<file path="src/rtl/miriscv_lsu.sv">
// miriscv_lsu -- load/store unit between the core datapath and the data RAM port.
//
// Turns one core load/store request into a req/gnt/rvalid transaction, stalls
// the core until the response returns, builds byte enables and lane-replicated
// write data, and extracts and sign/zero-extends load data.
//
// Handshake: data_req_o stays high with stable we/be/addr/wdata until a cycle
// with data_gnt_i=1 (the grant cycle); exactly one data_rvalid_i follows each
// grant. rvalid seen while no granted request is outstanding is dropped.
//
// Ports:
//   clk_i, rst_i          clock, synchronous active-high reset
//   lsu_req_i/we_i        core request, 1 = store
//   lsu_size_i            funct3 access size (LB/LH/LW/LBU/LHU encodings)
//   lsu_addr_i            byte address
//   lsu_data_i            store data (low byte/half/word used)
//   lsu_data_o            extended load result (held between loads)
//   lsu_stall_o           core must hold its state
//   lsu_err_o             misaligned or illegal size, no memory access
//   data_req_o..wdata_o   request side of the memory port
//   data_gnt_i            memory accepted the request
//   data_rvalid_i/rdata_i response side of the memory port
//   dbg_state_o           current FSM state (IDLE=0, REQ=1, RESP=2)
module miriscv_lsu (
  input  logic        clk_i,
  input  logic        rst_i,
  input  logic        lsu_req_i,
  input  logic        lsu_we_i,
  input  logic [2:0]  lsu_size_i,
  input  logic [31:0] lsu_addr_i,
  input  logic [31:0] lsu_data_i,
  output logic [31:0] lsu_data_o,
  output logic        lsu_stall_o,
  output logic        lsu_err_o,
  output logic        data_req_o,
  output logic        data_we_o,
  output logic [3:0]  data_be_o,
  output logic [31:0] data_addr_o,
  output logic [31:0] data_wdata_o,
  input  logic        data_gnt_i,
  input  logic        data_rvalid_i,
  input  logic [31:0] data_rdata_i,
  output logic [1:0]  dbg_state_o
);

  typedef enum logic [1:0] {
    ST_IDLE = 2'd0,
    ST_REQ  = 2'd1,
    ST_RESP = 2'd2
  } state_e;

  state_e      r_state;
  state_e      w_state_next;

  // Attributes of the granted access, needed when the response arrives.
  logic [1:0]  r_off;
  logic [2:0]  r_size;
  logic        r_we;
  logic [31:0] r_hold;

  logic        w_legal;
  logic [3:0]  w_be;
  logic [31:0] w_wdata;
  logic        w_issue;
  logic        w_load_done;
  logic [7:0]  w_byte;
  logic [15:0] w_half;
  logic [31:0] w_ext;

  // Size/alignment decode, byte enables and replicated store data.
  always_comb begin
    w_legal = 1'b0;
    w_be    = 4'b0000;
    w_wdata = 32'h0;
    case (lsu_size_i)
      3'b000, 3'b100: begin
        w_legal = 1'b1;
        w_be    = 4'b0001 << lsu_addr_i[1:0];
        w_wdata = {4{lsu_data_i[7:0]}};
      end
      3'b001, 3'b101: begin
        w_legal = ~lsu_addr_i[0];
        w_be    = lsu_addr_i[1] ? 4'b1100 : 4'b0011;
        w_wdata = {2{lsu_data_i[15:0]}};
      end
      3'b010: begin
        w_legal = (lsu_addr_i[1:0] == 2'b00);
        w_be    = 4'b1111;
        w_wdata = lsu_data_i;
      end
      default: begin
        w_legal = 1'b0;
      end
    endcase
  end

  // The request is presented in IDLE (new access) and REQ (awaiting grant).
  assign w_issue     = ~rst_i & lsu_req_i & w_legal & (r_state != ST_RESP);
  assign w_load_done = ~rst_i & (r_state == ST_RESP) & data_rvalid_i & ~r_we;

  // Memory-side outputs are zero whenever no request is presented.
  assign data_req_o   = w_issue;
  assign data_we_o    = w_issue ? lsu_we_i : 1'b0;
  assign data_be_o    = w_issue ? w_be : 4'b0000;
  assign data_addr_o  = w_issue ? {lsu_addr_i[31:2], 2'b00} : 32'h0;
  assign data_wdata_o = w_issue ? w_wdata : 32'h0;

  assign lsu_err_o   = ~rst_i & lsu_req_i & ~w_legal;
  assign lsu_stall_o = ~rst_i & lsu_req_i & w_legal &
                       ~((r_state == ST_RESP) & data_rvalid_i);

  // Load extraction uses the offset/size captured at grant time.
  always_comb begin
    w_byte = data_rdata_i[7:0];
    case (r_off)
      2'd0: w_byte = data_rdata_i[7:0];
      2'd1: w_byte = data_rdata_i[15:8];
      2'd2: w_byte = data_rdata_i[23:16];
      2'd3: w_byte = data_rdata_i[31:24];
      default: w_byte = data_rdata_i[7:0];
    endcase
    w_half = r_off[1] ? data_rdata_i[31:16] : data_rdata_i[15:0];
    // r_size[2] marks the unsigned variants (LBU/LHU).
    case (r_size[1:0])
      2'b00:   w_ext = {{24{~r_size[2] & w_byte[7]}}, w_byte};
      2'b01:   w_ext = {{16{~r_size[2] & w_half[15]}}, w_half};
      default: w_ext = data_rdata_i;
    endcase
  end

  assign lsu_data_o  = rst_i ? 32'h0 : (w_load_done ? w_ext : r_hold);
  assign dbg_state_o = r_state;

  always_comb begin
    w_state_next = r_state;
    case (r_state)
      ST_IDLE: begin
        if (lsu_req_i && w_legal) begin
          w_state_next = data_gnt_i ? ST_RESP : ST_REQ;
        end
      end
      ST_REQ: begin
        if (data_gnt_i) begin
          w_state_next = ST_RESP;
        end
      end
      ST_RESP: begin
        if (data_rvalid_i) begin
          w_state_next = ST_IDLE;
        end
      end
      default: w_state_next = ST_IDLE;
    endcase
  end

  always_ff @(posedge clk_i) begin
    if (rst_i) begin
      r_state <= ST_IDLE;
      r_off   <= 2'b00;
      r_size  <= 3'b000;
      r_we    <= 1'b0;
      r_hold  <= 32'h0;
    end else begin
      r_state <= w_state_next;
      if (w_issue && data_gnt_i) begin
        r_off  <= lsu_addr_i[1:0];
        r_size <= lsu_size_i;
        r_we   <= lsu_we_i;
      end
      if (w_load_done) begin
        r_hold <= w_ext;
      end
    end
  end

endmodule

</file>
<file path="config.mk">
export PLATFORM = sky130hd
export DESIGN_NAME = miriscv_lsu
export DESIGN_NICKNAME = d
export VERILOG_FILES = /design/src/rtl/miriscv_lsu.sv
export SDC_FILE = /design/constraint.sdc
export NUM_CORES = 1
export LEC_CHECK = 0
export ABC_AREA = 0
export CAP_MARGIN = 20
export CORE_AREA = 2 2 102 104
export CTS_CLUSTER_DIAMETER = 200
export CTS_CLUSTER_SIZE = 28
export DETAILED_ROUTE_END_ITERATION = 8
export DIE_AREA = 0 0 104 106
export GPL_TIMING_DRIVEN = 0
export PLACE_DENSITY = 0.77
export SYNTH_ARGS = -nofsm -noshare
export SYNTH_HDL_FRONTEND = slang
export SYNTH_SLANG_ARGS = --single-unit
</file>
<file path="constraint.sdc">
create_clock -name clk_i -period 2.1 [get_ports clk_i]
set_input_delay 0.525 -clock clk_i [delete_from_list [all_inputs] [get_ports clk_i]]
set_output_delay 0.525 -clock clk_i [all_outputs]
set_load 0.05 [all_outputs]
</file>
==> impl_summary.log, run 1 <==
INFO  metric die-area = 11020 µm²
INFO  metric r2r.worst_path.cells = 6
INFO  metric grt_pass1_wl = 27.55 mm
INFO  metric fin_skew = 0.008358 ns
INFO  metric clkTransAtPathRegs = 0.07 ns
INFO  metric cellLeakagePower = 0.003043 µW
INFO  metric combinational_family_with_the_most_area_after_synthesis = simple AND/OR/NAND/NOR gates
INFO  metric num-fill-cells = 513
INFO  metric critical_path.startpoint_type = register
INFO  metric p_total = 2707 µW
INFO  metric vias = 4439
INFO  metric cts-buffers-inserted = 5
INFO  metric port_buffer_cells = 206
INFO  metric overall_global_routing_resource_usage = 0.3212
INFO  metric detail_route.wl_per_cell = 23.78 µm
INFO  metric rrSetupSlack = 0.46 ns
INFO  metric drive_gt1_frac = 0.6012
INFO  metric prevailing_post_synth_register_cell = dfxtp_1
INFO  metric boundaryPins = 211
INFO  metric placementRows = 37
INFO  metric antenna_cells_inserted = 0
INFO  metric finalWeightedCongestion = 0.9081
INFO  metric final_slew_violations = 0
INFO  metric p_per_area = 325.0 nW/µm²
INFO  metric dr.max_layer_used = met4
INFO  metric holdPathEnd = r_off[1]
INFO  metric worst-endpoint-arrival = 1.91 ns
INFO  metric ys_ff_latch = 40
INFO  metric met3_length = 1.278 mm
INFO  metric rr_startpoint = r_off[1]
INFO  metric crit_required = 1.57 ns
INFO  metric number_of_violations_reported_at_the_end_of_detailed_routing_iteration_0 = 212
INFO  metric met1Wirelength = 6.523 mm
INFO  metric total_of_endpoints_with_negative_setup_slack_in_the_final_report = 101
INFO  metric maximum_number_of_pins_on_one_net_before_global_route_repair = 12
INFO  metric hold_start = lsu_addr_i[1]
INFO  metric endpoint_kind = output port
INFO  metric drcViolationCount = 0
INFO  metric dr.pass1.iters = 4
INFO  metric synth-warning-count = 0
INFO  metric multi_input_logic_area = 3687 µm²
INFO  metric initial_utilization = 0.3276
INFO  metric violations = setup timing
INFO  metric simple_gate_fraction_of_synth_area = 0.2914
INFO  metric hold_depth = 3
INFO  metric min_period_over_period = 1.161
INFO  metric wirelength = 18.98 mm
INFO  metric die_height = 106 µm
INFO  metric grt_antenna_before_repair = 0
INFO  metric place_worst_setup_slack = -1.600 ns
INFO  metric r2r-end = r_hold[14]
INFO  metric routed-wl-met2 = 10.35 mm
INFO  metric areaGrowthSynthToFinish = 154.3%
INFO  metric detail-route-antenna-nets = 0
INFO  metric root_buffer = clkbuf_8
INFO  metric fp.dieW = 104 µm
INFO  metric setup_tns = -20.65 ns
INFO  metric cp_max_fo = 6
INFO  metric overflow = 0
INFO  metric holdWs = 0.5561 ns
INFO  metric number_of_global_route_vias_before_repair = 4863
INFO  metric dp.final_hpwl = 11.27 mm
INFO  metric total_number_of_nets_in_the_final_design = 766
INFO  metric tritoncts = done
INFO  metric timing.hold.worst.class = in2reg
INFO  metric numClockSinks = 40
INFO  metric synth_area_in_compound_gates = 0.2376
INFO  metric detail_route.vias_per_cell = 5.563
INFO  metric final.setup.worst_slack = -0.3372 ns
INFO  metric avgSynthCellArea = 8.335 µm²
INFO  metric post-route-min-period = 2.437 ns
INFO  metric floorplan.core_area = 10000 µm²
INFO  metric worst_skew_pair.late_latency = 0.31 ns
INFO  metric synth_edf_count = 0
INFO  metric run_status = finished with violations
INFO  metric ys_types = 49
INFO  metric bufs_on_longest_clock_path = 2
INFO  metric ctsHtreeMaxLevel = 2
INFO  metric drv_cap = 0
INFO  metric final-seq-area = 824.5 µm²
INFO  metric synth_mux_area_frac = 0.1528
INFO  metric maxClockFrequency = 410.3 MHz
INFO  metric asyncSetResetFlopFracSynth = 0
INFO  metric yosys.area_share.xor_xnor = 0
INFO  metric syn-instance-count = 393
INFO  metric final-hold-violation-count = 0
INFO  metric worst_ir_drop_vdd = 0.2221 mV
INFO  metric layout.core_utilization = 0.8330
INFO  metric rsz0062_at_grt = yes
INFO  metric synthAdderAreaFrac = 0
INFO  metric post_synth_instance_area = 3276 µm²
INFO  metric worst-setup-path-type = reg2out
INFO  metric synth_sequential_area_ratio = 0.2445
## worst max-delay path, stage by stage, from the launching register on
cell and delay (ns):
dfxtp_4 0.35, and4bb_4 0.34, buf_12 0.17, buf_4 0.15, mux2i_1 0.11, a311oi_4 0.28, buf_6 0.21
## Yosys cell counts, types with 2 or more instances
cell,n,share of area
a21oi_2,10,0.027
buf_6,5,0.017
nand3b_1,10,0.023
and2_1,55,0.11
nor3_1,3,0.0046
dfxtp_1,40,0.24
nand2_1,27,0.031
mux2i_1,32,0.098
a2bb2oi_1,8,0.021
nor2_1,15,0.017
buf_4,4,0.0092
mux2_2,14,0.048
nand2b_1,29,0.055
clkbuf_1,15,0.017
nand3_1,2,0.0031
o21ai_0,3,0.0046
a21oi_1,12,0.018
buf_2,13,0.020
or3b_2,2,0.0053
inv_1,3,0.0034
o32ai_1,15,0.040
a311oi_1,14,0.037
buf_1,3,0.0034
a21o_1,9,0.021
o22ai_1,17,0.032
nor2b_1,10,0.019
## cells in the final DEF (no fill, tap or decap), types with 16 or more instances in the layout
cell type,n
clkdlybuf4s50_1,78
a21oi_4,19
buf_8,68
and2_1,17
dfxtp_1,33
and2_4,39
buf_6,58
buf_4,38
mux2i_4,19
nand2_1,25
nand2b_1,26
o22ai_4,16
## power breakdown
part	switching, µW	total (µW)	internal [µW]
clock	285	553	268
combinational	707	1360	652
sequential	19.5	795	775
total	1010	2710	1700
## area by class of cell
cell class                      count  share of cell area
Buffer                             33             0.05137
Clock buffer                        8             0.01082
Inverter                            5            0.003155
Multi-Input combinational cell    309              0.4427
Sequential cell                    40             0.09899
Tap cell                          136             0.02043
Timing Repair Buffer              267              0.3725
## worst max-delay path by stage
stage	to	depth (start not counted)	start	slack (ns)
after floorplan	lsu_data_o[14]	5	data_rvalid_i	-0.20
after global placement	data_be_o[0]	7	lsu_addr_i[0]	-1.59
after detailed placement	data_be_o[0]	7	lsu_addr_i[0]	-1.60
after CTS	lsu_data_o[14]	6	dbg_state_o[0]	-0.34
after global routing	lsu_data_o[8]	6	dbg_state_o[0]	-0.39
final	lsu_data_o[8]	6	dbg_state_o[0]	-0.34
## metrics by stage
step	area (µm²)	std cells
global route	8329	798
finish	8329	798
CTS	8097	796
detailed placement	6556	736
global placement	6556	736
floorplan	4324	394
## metal layers
metal,up-vias,global-route usage
met4,0,0.1216
li1,1976,-
met2,231,0.6241
met3,57,0.07603
met5,-,0
met1,2175,0.3323
## state kept, by name (all words and copies together), names as in the netlist
signal,cells
r_size,3
r_off,2
r_we,1
dbg_state_o,2
r_hold,32
## cells by family (layout without fill, tap and decap cells)
| kind of cell | after synthesis | in the layout |
|---|---|---|
| simple gates | 162 | 162 |
| flops | 40 | 40 |
| buf+inv | 45 | 313 |
| other cells | 1 | 2 |
| mux | 47 | 47 |
| compound gates | 98 | 98 |
## timing repair
| action | 4_1_cts | 5_1_grt |
|---|---|---|
| buffers inserted | 43 | 14 |
| hold endpoints to repair | 0 | 0 |
| hold buffers | 0 | 0 |
| pin swaps | 47 | 26 |
| endpoints found under the setup margin | 102 | 102 |
| gates cloned | 12 | 0 |
| gates resized for setup | 952 | 82 |
No activity file was read; power rests on OpenSTA's default activity.
==> run 2, diff against run 1 <==
Settings changed: CORE_AREA 2 2 102 104 to 2 2 98 100, DIE_AREA 0 0 104 106 to 0 0 100 102, PLACE_DENSITY 0.77 to 0.82, TNS_END_PERCENT set to 20.
Clock period 2.1 ns to 2.3 ns, I/O delays scaled along.
==> impl_summary.log, run 2 (synthesis gave the netlist of run 1 again) <==
INFO  metric run_status = finished with violations
INFO  metric violations = setup timing
INFO  metric grt_antenna_before_repair = 0
INFO  metric timing.hold.worst.class = reg2reg
INFO  metric detail-route-antenna-nets = 0
INFO  metric critical_path.startpoint_type = register
INFO  metric setup_tns = -12.72 ns
INFO  metric worst_ir_drop_vdd = 0.2804 mV
INFO  metric final-hold-violation-count = 0
INFO  metric number_of_violations_reported_at_the_end_of_detailed_routing_iteration_0 = 207
INFO  metric detail_route.wl_per_cell = 23.77 µm
INFO  metric areaGrowthSynthToFinish = 135.3%
INFO  metric bufs_on_longest_clock_path = 2
INFO  metric p_per_area = 312.3 nW/µm²
INFO  metric dr.pass1.iters = 5
INFO  metric detail_route.vias_per_cell = 5.765
INFO  metric worst-setup-path-type = reg2out
INFO  metric total_of_endpoints_with_negative_setup_slack_in_the_final_report = 100
INFO  metric final_slew_violations = 0
INFO  metric commonest_non_fill_non_tap_cells_in_the_layout = 83 x clkdlybuf4s50_1, 66 x buf_6, 41 x buf_8, 38 x buf_4, 35 x dfxtp_1
INFO  metric wirelength = 18.01 mm
INFO  metric drive_gt1_frac = 0.5672
INFO  metric rsz0062_at_grt = yes
INFO  metric holdWs = 0.4776 ns
INFO  metric port_buffer_cells = 206
INFO  metric crit_required = 1.73 ns
INFO  metric root_buffer = clkbuf_8
INFO  metric post-route-min-period = 2.552 ns
INFO  metric place_worst_setup_slack = -1.612 ns
INFO  metric r2r.worst_path.cells = 7
INFO  metric total_number_of_nets_in_the_final_design = 751
INFO  metric number_of_global_route_vias_before_repair = 4584
INFO  metric boundaryPins = 211
INFO  metric overall_global_routing_resource_usage = 0.3265
INFO  metric ctsHoldBuffers = 0
INFO  metric endpoint_kind = output port
INFO  metric die_height = 102 µm
INFO  metric min_period_over_period = 1.110
INFO  metric largest_register_ffs = 32
INFO  metric finalWeightedCongestion = 0.9109
INFO  metric fin_skew = 0.007661 ns
INFO  metric clkTransAtPathRegs = 0.09 ns
INFO  metric antenna_cells_inserted = 0
INFO  metric maximum_number_of_pins_on_one_net_before_global_route_repair = 13
INFO  metric drv_cap = 0
INFO  metric grt_pass1_wl = 25.71 mm
INFO  metric dp.final_hpwl = 11.46 mm
INFO  metric fp.dieW = 100 µm
INFO  metric cp_max_fo = 5
INFO  metric hold_depth = 1
INFO  metric slew-limit-headroom = 0.6602
INFO  metric drcViolationCount = 0
INFO  metric initial_utilization = 0.3596
INFO  metric floorplan.core_area = 9109 µm²
INFO  metric placed_area = 5986 µm²
INFO  metric maxClockFrequency = 391.8 MHz
INFO  metric final.setup.worst_slack = -0.2521 ns
INFO  metric placementRows = 35
INFO  metric overflow = 0
INFO  metric worst_skew_pair.late_latency = 0.31 ns
INFO  metric ctsHtreeMaxLevel = 2
INFO  metric top_register = r_hold
INFO  metric cts-buffers-inserted = 5
INFO  metric mostFrequentLayoutCell = clkdlybuf4s50_1
INFO  metric final_design_area_no_fill = 7706 µm²
INFO  metric die-area = 10200 µm²
INFO  metric layout_top_registers = r_hold (32), r_size (3)
INFO  metric tritoncts = done
INFO  metric vias = 4370
INFO  metric worst-endpoint-arrival = 1.98 ns
INFO  metric cellLeakagePower = 0.002838 µW
INFO  metric numClockSinks = 40
INFO  metric worst_slew_pin_slew = 0.5081 ns
INFO  metric num-fill-cells = 456
INFO  metric p_total = 2407 µW
## run 2: changes by cell type in the layout (fill, tap and decap cells not counted), moves of 5 or more
cell,change
and2_4,-6
a21oi_2,+5
a311oi_1,+5
clkdlybuf4s50_1,+5
dlygate4sd2_1,-5
buf_8,-27
a21oi_4,-5
and2_1,+6
mux2i_4,-7
buf_6,+8
mux2i_2,+6
## run 2: metrics by stage
step             util  cells
3_5_place_dp   0.6571    711
2_1_floorplan       -    394
5_1_grt        0.8460    758
4_1_cts        0.8016    750
3_3_place_gp   0.6571    711
6_report       0.8460    758
## run 2: final timing paths
kind                            slack, ns             end      startpoint
worst min-delay path                 0.48  dbg_state_o[0]  dbg_state_o[1]
worst max-delay path                -0.25  lsu_data_o[24]        r_off[1]
worst max register to register       0.54      r_hold[31]  dbg_state_o[0]
worst min register to register       0.48  dbg_state_o[0]  dbg_state_o[1]
## run 2: critical path: stages, from the launching register on
cell	delay, ns
dfxtp_4	0.40
mux2_4	0.35
buf_12	0.14
mux2i_4	0.20
buf_6	0.18
buf_12	0.14
o22ai_4	0.08
buf_6	0.17
## run 2: layout make-up
type | instances | area (µm²) | area share
multi-input cells | 309 | 3408 | 0.4423
repair buffers | 249 | 2820 | 0.3660
flip-flops and latches | 40 | 819.5 | 0.1063
plain buffers | 36 | 406.6 | 0.05277
well taps | 111 | 138.9 | 0.01802
clock buffers | 6 | 82.58 | 0.01072
inverters | 5 | 20.02 | 0.002598
clock inverters | 2 | 10.01 | 0.001299
## run 2: what timing repair did
item / CTS / global route
pin swaps: 43 / 24
gates resized for setup: 949 / 93
setup buffers: 24 / 11
hold endpoints to repair: 0 / 0
endpoints found under the setup margin: 102 / 102
gates cloned: 9 / 0
## run 2: report_power, final
group	total, µW	internal (µW)	switching [µW]
sequential	725	708	17.0
combinational	1170	559	610
clock	512	240	272
## run 2: metal layers
metal / up-vias / wire (µm) / track usage
li1: 1933 / - / -
met1: 2084 / 6226 / 0.3549
met2: 266 / 9467 / 0.6185
met3: 87 / 1304 / 0.06498
met4: 0 / 1014 / 0.1370
met5: - / 0 / 0
==> run 3, diff against run 2 <==
Settings changed: PLACE_DENSITY 0.82 to 0.84.
==> impl_summary.log, run 3 (synthesis gave the netlist of run 1 again) <==
INFO  metric die-area = 10200 µm²
INFO  metric p_per_area = 322.1 nW/µm²
INFO  metric port_buffer_cells = 206
INFO  metric worst_slew_pin_slew = 0.5524 ns
INFO  metric grt_pass1_wl = 24.64 mm
INFO  metric final_design_area_no_fill = 7217 µm²
INFO  metric total_of_endpoints_with_negative_setup_slack_in_the_final_report = 100
INFO  metric drcViolationCount = 0
INFO  metric detail_route.vias_per_cell = 5.644
INFO  metric vias = 4244
INFO  metric clkTransAtPathRegs = 0.08 ns
INFO  metric top_register = r_hold
INFO  metric bufs_on_longest_clock_path = 2
INFO  metric placementRows = 35
INFO  metric initial_utilization = 0.3596
INFO  metric final_slew_violations = 0
INFO  metric wirelength = 16.74 mm
INFO  metric tritoncts = done
INFO  metric worst-setup-path-type = in2out
INFO  metric critical_path.startpoint_type = input port
INFO  metric number_of_violations_reported_at_the_end_of_detailed_routing_iteration_0 = 198
INFO  metric overall_global_routing_resource_usage = 0.3103
INFO  metric areaGrowthSynthToFinish = 120.3%
INFO  metric slew-limit-headroom = 0.6317
INFO  metric floorplan.core_area = 9109 µm²
INFO  metric root_buffer = clkbuf_8
INFO  metric cp_max_fo = 7
INFO  metric grt_antenna_before_repair = 0
INFO  metric die_height = 102 µm
INFO  metric fin_skew = 0.005353 ns
INFO  metric boundaryPins = 211
INFO  metric detail_route.wl_per_cell = 22.26 µm
INFO  metric crit_required = 1.73 ns
INFO  metric commonest_non_fill_non_tap_cells_in_the_layout = 97 x buf_6, 82 x clkdlybuf4s50_1, 50 x and2_1, 38 x buf_4, 34 x dfxtp_1
INFO  metric largest_register_ffs = 32
INFO  metric ctsHtreeMaxLevel = 2
INFO  metric maxClockFrequency = 397.7 MHz
INFO  metric total_number_of_nets_in_the_final_design = 745
INFO  metric post-route-min-period = 2.515 ns
INFO  metric cts-buffers-inserted = 5
INFO  metric run_status = finished with violations
INFO  metric final.setup.worst_slack = -0.2146 ns
INFO  metric detail-route-antenna-nets = 0
INFO  metric overflow = 0
INFO  metric drive_gt1_frac = 0.5086
INFO  metric antenna_cells_inserted = 0
INFO  metric mostFrequentLayoutCell = buf_6
INFO  metric worst_skew_pair.late_latency = 0.30 ns
INFO  metric layout_top_registers = r_hold (32), r_size (3)
INFO  metric final-seq-area = 815.8 µm²
INFO  metric violations = setup timing
INFO  metric placed_area = 5986 µm²
INFO  metric fp.dieW = 100 µm
INFO  metric dr.pass1.iters = 7
INFO  metric drv_cap = 0
INFO  metric worst-endpoint-arrival = 1.94 ns
INFO  metric maximum_number_of_pins_on_one_net_before_global_route_repair = 13
INFO  metric timing.hold.worst.class = reg2reg
INFO  metric dp.final_hpwl = 11.17 mm
INFO  metric min_period_over_period = 1.093
INFO  metric multi_input_logic_area = 3204 µm²
INFO  metric instances_no_fill = 752
INFO  metric numClockSinks = 40
INFO  metric number_of_global_route_vias_before_repair = 4483
INFO  metric dp_cells = 711
INFO  metric rsz0062_at_grt = yes
INFO  metric cellLeakagePower = 0.002686 µW
INFO  metric ctsHoldBuffers = 0
INFO  metric final-hold-violation-count = 0
INFO  metric finalWeightedCongestion = 0.9426
INFO  metric num-fill-cells = 524
INFO  metric endpoint_kind = output port
INFO  metric worst_ir_drop_vdd = 0.2188 mV
[run 3: final timing paths]
| path | from | end | slack, ns | cells after the start |
|---|---|---|---|---|
| worst max-delay path | data_rvalid_i | lsu_data_o[14] | -0.21 | 7 |
| worst min-delay path | dbg_state_o[1] | dbg_state_o[0] | 0.48 | 1 |
| worst max register to register | dbg_state_o[0] | r_hold[14] | 0.62 | 6 |
| worst min register to register | dbg_state_o[1] | dbg_state_o[0] | 0.48 | 1 |
[run 3: final cells by class]
class	instances	area share
Tap cell	111	0.01924
Timing Repair Buffer	242	0.3532
Inverter	5	0.002947
Clock buffer	7	0.01352
Multi-Input combinational cell	309	0.4440
Buffer	37	0.05340
Clock inverter	1	0.0006935
Sequential cell	40	0.1130
[run 3: through the flow]
stage	util	hold slack (ns)	worst slack [ns]	setup TNS, ns	power (µW)
2_1_floorplan	-	0.5582	-0.3921	-18.49	1237
3_3_place_gp	0.6571	0.4745	-1.541	-143.38	1590
3_5_place_dp	0.6571	0.4862	-1.515	-143.16	1598
4_1_cts	0.7773	0.4757	-0.2304	-9.547	2280
5_1_grt	0.7923	0.5030	-0.2302	-13.16	2397
6_report	0.7923	0.4796	-0.2146	-8.643	2325
[run 3: metal layers]
layer / up-vias / GRT usage / part of all wire
met2: 258 / 0.5764 / 0.52
met3: 60 / 0.07319 / 0.077
met4: 0 / 0.1307 / 0.040
li1: 1919 / - / -
met1: 2007 / 0.3392 / 0.36
met5: - / 0 / 0
[run 3: report_power, final]
part | internal [µW] | leakage (µW) | switching [µW]
Clock | 279 | 0.0000534 | 257
Sequential | 710 | 0.000327 | 14.2
Combinational | 491 | 0.00231 | 573
[run 3: what timing repair did]
item,4_1_cts,5_1_grt
setup endpoints to repair,102,102
pin swaps,34,16
setup buffers,23,8
resized for setup,905,45
gates cloned,8,0
[run 3: critical path, cell delays in order]
cell and delay [ns]:
buf_4 0.13, and4bb_2 0.27, buf_12 0.17, buf_12 0.14, mux2i_2 0.18, a311oi_4 0.25, buf_6 0.21
